===== src/rtl/alu_share_ctrl.sv =====
// Two-requester sequencer for the shared 32-bit ALU; owns the NZCV flag register.
// Optional ALU_SHARE_FIXED_PRIO_EN: requester 0 always wins ties (default is round-robin).
module alu_share_ctrl #(
  parameter int DATA_WIDTH = 32
) (
  input  logic                  clk,
  input  logic                  rst,
  input  logic [1:0]            req_valid,
  output logic [1:0]            req_ready,
  input  logic [DATA_WIDTH-1:0] req0_a,
  input  logic [DATA_WIDTH-1:0] req0_b,
  input  logic [DATA_WIDTH-1:0] req1_a,
  input  logic [DATA_WIDTH-1:0] req1_b,
  input  logic [3:0]            req0_ctrl,
  input  logic [3:0]            req1_ctrl,
  input  logic                  req0_fu,
  input  logic                  req1_fu,
  output logic [1:0]            rsp_valid,
  input  logic [1:0]            rsp_ready,
  output logic [DATA_WIDTH-1:0] rsp_result,
  output logic                  rsp_cout,
  output logic [DATA_WIDTH-1:0] alu_a,
  output logic [DATA_WIDTH-1:0] alu_b,
  output logic [3:0]            alu_ctrl,
  output logic                  alu_fu,
  output logic                  alu_cin,
  output logic                  alu_vflag,
  input  logic [DATA_WIDTH-1:0] alu_result,
  input  logic                  alu_cout,
  input  logic                  alu_n,
  input  logic                  alu_z,
  input  logic                  alu_c,
  input  logic                  alu_v,
  output logic [3:0]            flags_nzcv
);

  typedef enum logic [1:0] {IDLE, EXEC, RESP} state_e;

  state_e                state_q;
  logic [DATA_WIDTH-1:0] a_q, b_q;
  logic [3:0]            ctrl_q;
  logic                  fu_q;
  logic                  owner_q;
  logic [3:0]            flags_q;
  logic [DATA_WIDTH-1:0] rsp_result_q;
  logic                  rsp_cout_q;
`ifndef ALU_SHARE_FIXED_PRIO_EN
  logic                  last_q;
`endif

  logic                  handshake;
  logic                  grant_fire;
  logic                  grant_idx;
  logic [DATA_WIDTH-1:0] a_d, b_d;
  logic [3:0]            ctrl_d;
  logic                  fu_d;

  assign handshake  = (state_q == RESP) && rsp_ready[owner_q];
  // A new grant is possible from IDLE or in the same cycle the pending result is taken.
  assign grant_fire = !rst && ((state_q == IDLE) || handshake) && (|req_valid);

`ifdef ALU_SHARE_FIXED_PRIO_EN
  assign grant_idx = ~req_valid[0];
`else
  assign grant_idx = (&req_valid) ? ~last_q : req_valid[1];
`endif

  assign a_d    = grant_idx ? req1_a    : req0_a;
  assign b_d    = grant_idx ? req1_b    : req0_b;
  assign ctrl_d = grant_idx ? req1_ctrl : req0_ctrl;
  assign fu_d   = grant_idx ? req1_fu   : req0_fu;

  assign req_ready  = grant_fire ? (grant_idx ? 2'b10 : 2'b01) : 2'b00;
  assign rsp_valid  = (state_q == RESP) ? (owner_q ? 2'b10 : 2'b01) : 2'b00;
  assign rsp_result = rsp_result_q;
  assign rsp_cout   = rsp_cout_q;
  assign flags_nzcv = flags_q;

  assign alu_a     = (state_q == EXEC) ? a_q    : '0;
  assign alu_b     = (state_q == EXEC) ? b_q    : '0;
  assign alu_ctrl  = (state_q == EXEC) ? ctrl_q : 4'b0000;
  assign alu_fu    = (state_q == EXEC) ? fu_q   : 1'b0;
  assign alu_cin   = flags_q[1];
  assign alu_vflag = flags_q[0];

  always_ff @(posedge clk) begin
    if (rst) begin
      state_q      <= IDLE;
      a_q          <= '0;
      b_q          <= '0;
      ctrl_q       <= 4'b0000;
      fu_q         <= 1'b0;
      owner_q      <= 1'b0;
      flags_q      <= 4'b0000;
      rsp_result_q <= '0;
      rsp_cout_q   <= 1'b0;
`ifndef ALU_SHARE_FIXED_PRIO_EN
      last_q       <= 1'b1;
`endif
    end else begin
      if (grant_fire) begin
        a_q     <= a_d;
        b_q     <= b_d;
        ctrl_q  <= ctrl_d;
        fu_q    <= fu_d;
        owner_q <= grant_idx;
`ifndef ALU_SHARE_FIXED_PRIO_EN
        last_q  <= grant_idx;
`endif
      end
      case (state_q)
        IDLE: if (grant_fire) state_q <= EXEC;
        EXEC: begin
          rsp_result_q <= alu_result;
          rsp_cout_q   <= alu_cout;
          // Flags land here so an op granted at the next handshake already sees them.
          if (fu_q) flags_q <= {alu_n, alu_z, alu_c, alu_v};
          state_q <= RESP;
        end
        RESP: if (handshake) state_q <= grant_fire ? EXEC : IDLE;
        default: state_q <= IDLE;
      endcase
    end
  end

endmodule


===== config.mk =====
export PLATFORM = sky130hd
export DESIGN_NAME = alu_share_ctrl
export DESIGN_NICKNAME = d
export VERILOG_FILES = /design/src/rtl/alu_share_ctrl.sv
export SDC_FILE = /design/constraint.sdc
export NUM_CORES = 1
export LEC_CHECK = 0
export ABC_AREA = 1
export BUFFER_PORTS_ARGS = -buffer_cell sky130_fd_sc_hd__buf_4
export CORE_AREA = 3 3 111 113
export CTS_BUF_LIST = sky130_fd_sc_hd__clkbuf_8
export DETAILED_ROUTE_END_ITERATION = 10
export DIE_AREA = 0 0 114 116
export GPL_TIMING_DRIVEN = 0
export PLACE_DENSITY_LB_ADDON = 0.05
export SLEW_MARGIN = 20
export SYNTH_ARGS = -nofsm -noshare
export SYNTH_HDL_FRONTEND = slang
export SYNTH_SLANG_ARGS = --single-unit

===== constraint.sdc =====
create_clock -name clk -period 2.4 [get_ports clk]
set_input_delay 0.12 -clock clk [delete_from_list [all_inputs] [get_ports clk]]
set_output_delay 0.12 -clock clk [all_outputs]
set_load 0.005 [all_outputs]

==> impl_metrics.tcl <==
set metrics [dict create \
    root_buffer "clkbuf_8" \
    synth.ff_latch_count 110 \
    cap_violations 0 \
    yosys-top-cells-area "dfxtp_1 (41%), nand2_1 (21%), nor2_1 (10%)" \
    rsz0062_at_grt "no" \
    hold_violations 0 \
    dp_cells 1306 \
    num-nets-final 1392 \
    clock_path_buffers 2 \
    use_met2 0.4844 \
    seqPwrFrac 0.472 \
    switchingPower_w 0.001306 \
    p_sw_frac 0.3039 \
    cp_common_cell "nand2_1" \
    numCtsBuffers 9 \
    port_buffers 291 \
    status "completed" \
    crit_path_start_kind "flop" \
    power.internal_w 0.002991 \
    hold_ws_ns 0.07809 \
    drive_gt1_frac 0.2870 \
    synth_top_area_share 0.4089 \
    combPwrFrac 0.252 \
    clk_pin_slew_ns 0.10 \
    grt-busiest-layer "met2" \
    yosysTopAreaCell "dfxtp_1" \
    worst_slew_margin_rel 0.6438 \
    pwr_density_cell_nw_per_um2 516.1 \
    min_path_type "input pin to flop" \
    syn_nets 1053 \
    crit_chain "nand2_1 -> nand2_1 -> buf_2 -> inv_1 -> nand2_1 -> inv_1 -> buf_4" \
    num_antenna_cells 0 \
    min_period_ns 2.188 \
    die_x_um 114 \
    use_met1 0.3167 \
    gp_congestion 0.8764 \
    totalWireLength_mm 19.11 \
    gr-total-overflow 0 \
    area_delta_synth_final_pct 54.60 \
    clkLatencyLatePin_ns 0.39 \
    r2r-start "last_q" \
    use_met3 0.06684 \
    gr-usage-all-layers 0.2754 \
    reg2reg_slack_ns 0.67 \
    h-tree-depth 3 \
    clock_sinks 110 \
    crit_buf_inv 4 \
    fp-row-count 39 \
    n_fill_cell 1024 \
    grt_pass1_vias 5944 \
    post_cts_buffers 0 \
    vias 6533 \
    netlist_instances 872 \
    cts_tree "built" \
    avgSynthCellArea_um2 6.176 \
    period_share 0.9116 \
    fin_cells 1359 \
    cp_slowest_cell "nand2_1" \
    start_util 0.4716 \
    wl_per_cell_um 14.06 \
    slew_viol_final 0 \
    critical_path_class "flop to primary output" \
    setup_violations 0 \
    grt_pass1_wl_mm 29.03 \
    arrival_ns 2.07 \
    ys_warn_count 0 \
    crit_start "last_q" \
    crit_path_end_kind "primary output" \
    r2r-end "a_q[25]" \
    die_area_um2 13220 \
    synth_area_um2 5385 \
    grt_max_degree 20 \
    path_max_fanout 10 \
    finClkSkew_ns 0.01331 \
    tns_ns 0 \
    cp_data_required_time_ns 2.28 \
    dr.pass1.iters 5 \
    ys_seq_area_frac 0.4089 \
    antenna_found_initial 0 \
    vdd_drop_max_mv 0.3420 \
    ant_nets 0 \
    max_stage_delay_ns 0.40 \
    core_area_um2 11420 \
    endpoint "req_ready[1]" \
    worst_slew_pin_slew_ns 0.5343 \
    p_total_w 0.004297 \
    clkPwrFrac 0.276 \
    first_iter_violations 331 \
    crit_family "simple AND/OR/NAND/NOR gates" \
    worstRegToRegCells 7 \
    p_leak_nw 4.074 \
    viasPerCell 4.807 \
    fmax_ghz 0.4571 \
    io_pins 293 \
    hpwlAfterDp_mm 13.93 \
    yosysUniqueCellTypes 15 \
    dieHeight_um 116 \
    drc 0 \
    path_depth 7 \
]
-- worst min path at each step --
stage / start / end / slack, ns / cells past startpoint
finish: req0_b[29] / b_q[29] / 0.08 / 5
global route: req0_a[4] / a_q[4] / 0.08 / 5
CTS: req0_b[29] / b_q[29] / 0.06 / 5
detailed placement: alu_result[6] / rsp_result[6] / 0.35 / 3
global placement: alu_result[20] / rsp_result[20] / 0.34 / 3
floorplan: alu_result[10] / rsp_result[10] / 0.25 / 2
-- final cells by class --
| class | instances | area [um^2] | share of cell area |
|---|---|---|---|
| clock inverter | 7 | 82.58 | 0.009919 |
| tap | 143 | 178.9 | 0.02149 |
| clock buffer | 9 | 123.9 | 0.01488 |
| sequential | 110 | 2202 | 0.2645 |
| buffer | 63 | 316.6 | 0.03802 |
| inverter | 78 | 292.8 | 0.03517 |
| timing repair buffer | 328 | 2555 | 0.3069 |
| multi-input combinational | 621 | 2574 | 0.3091 |
-- power by group through the flow --
stage	Clock, W	Combinational [W]	Sequential [W]
4_1_cts	0.00121	0.00108	0.00202
5_1_grt	0.00126	0.00121	0.00204
2_1_floorplan	0	0.000514	0.00206
3_5_place_dp	0	0.00103	0.00207
6_report	0.00118	0.00108	0.00203
3_3_place_gp	0	0.00102	0.00206
-- worst min-delay path: stages --
cell and delay, ns:
buf_4 0.07, nand2_1 0.04, nand2_1 0.05, nand2_1 0.04, a21oi_1 0.10
-- cells by family (layout without fill, tap and decap cells) --
kind of cell / after synthesis / count (layout) / share of synthesized area
flops: 110 / 110 / 0.4089
simple gates: 512 / 512 / 0.3766
compound gates: 109 / 109 / 0.1013
buf+inv: 141 / 485 / 0.1131
-- cells in the mapped netlist, drive strengths merged --
master / number
nand3: 71
a21oi: 75
dfxtp: 110
nand2: 296
buf: 39
inv: 78
clkbuf: 24
nor2: 145
o21ai: 34
-- layer usage --
metal  routed length, um  part of all wire
met5                   0                 0
met4                 680             0.036
met3                1634             0.085
met2                9254              0.48
met1                7541              0.39
-- state kept, by name (all words and copies together), names as in the netlist --
signal / count
rsp_cout: 1
last_q: 1
owner_q: 1
b_q: 32
flags_nzcv: 4
ctrl_q: 4
a_q: 32
state_q: 2
fu_q: 1
rsp_result: 32
-- stage by stage --
stage | setup WS (ns) | instance area (um^2) | util
after floorplan | 1.247 | 5385 | -
after global placement | 0.6548 | 7749 | 0.6786
after detailed placement | 0.6404 | 7749 | 0.6786
after CTS | 0.2003 | 8325 | 0.7291
after global routing | 0.07079 | 8325 | 0.7291
final | 0.2123 | 8325 | 0.7291
-- cell usage in the layout (no fill, tap or decap) --
cell,count
a21oi_1,75
buf_1,1
buf_2,25
buf_4,304
bufinv_16,1
clkbuf_1,24
clkbuf_8,9
clkinv_2,1
clkinv_4,2
clkinvlp_4,1
dfxtp_1,110
dlygate4sd3_1,37
inv_1,77
inv_2,1
inv_8,2
nand2_1,295
nand2_2,1
nand3_1,71
nor2_1,143
nor2_4,2
o21ai_0,33
o21ai_1,1
-- timing repair --
action	CTS	global route
gates resized for setup	0	0
hold buffers	37	0
hold endpoints to repair	37	0
No activity file was read; power rests on OpenSTA's default activity.
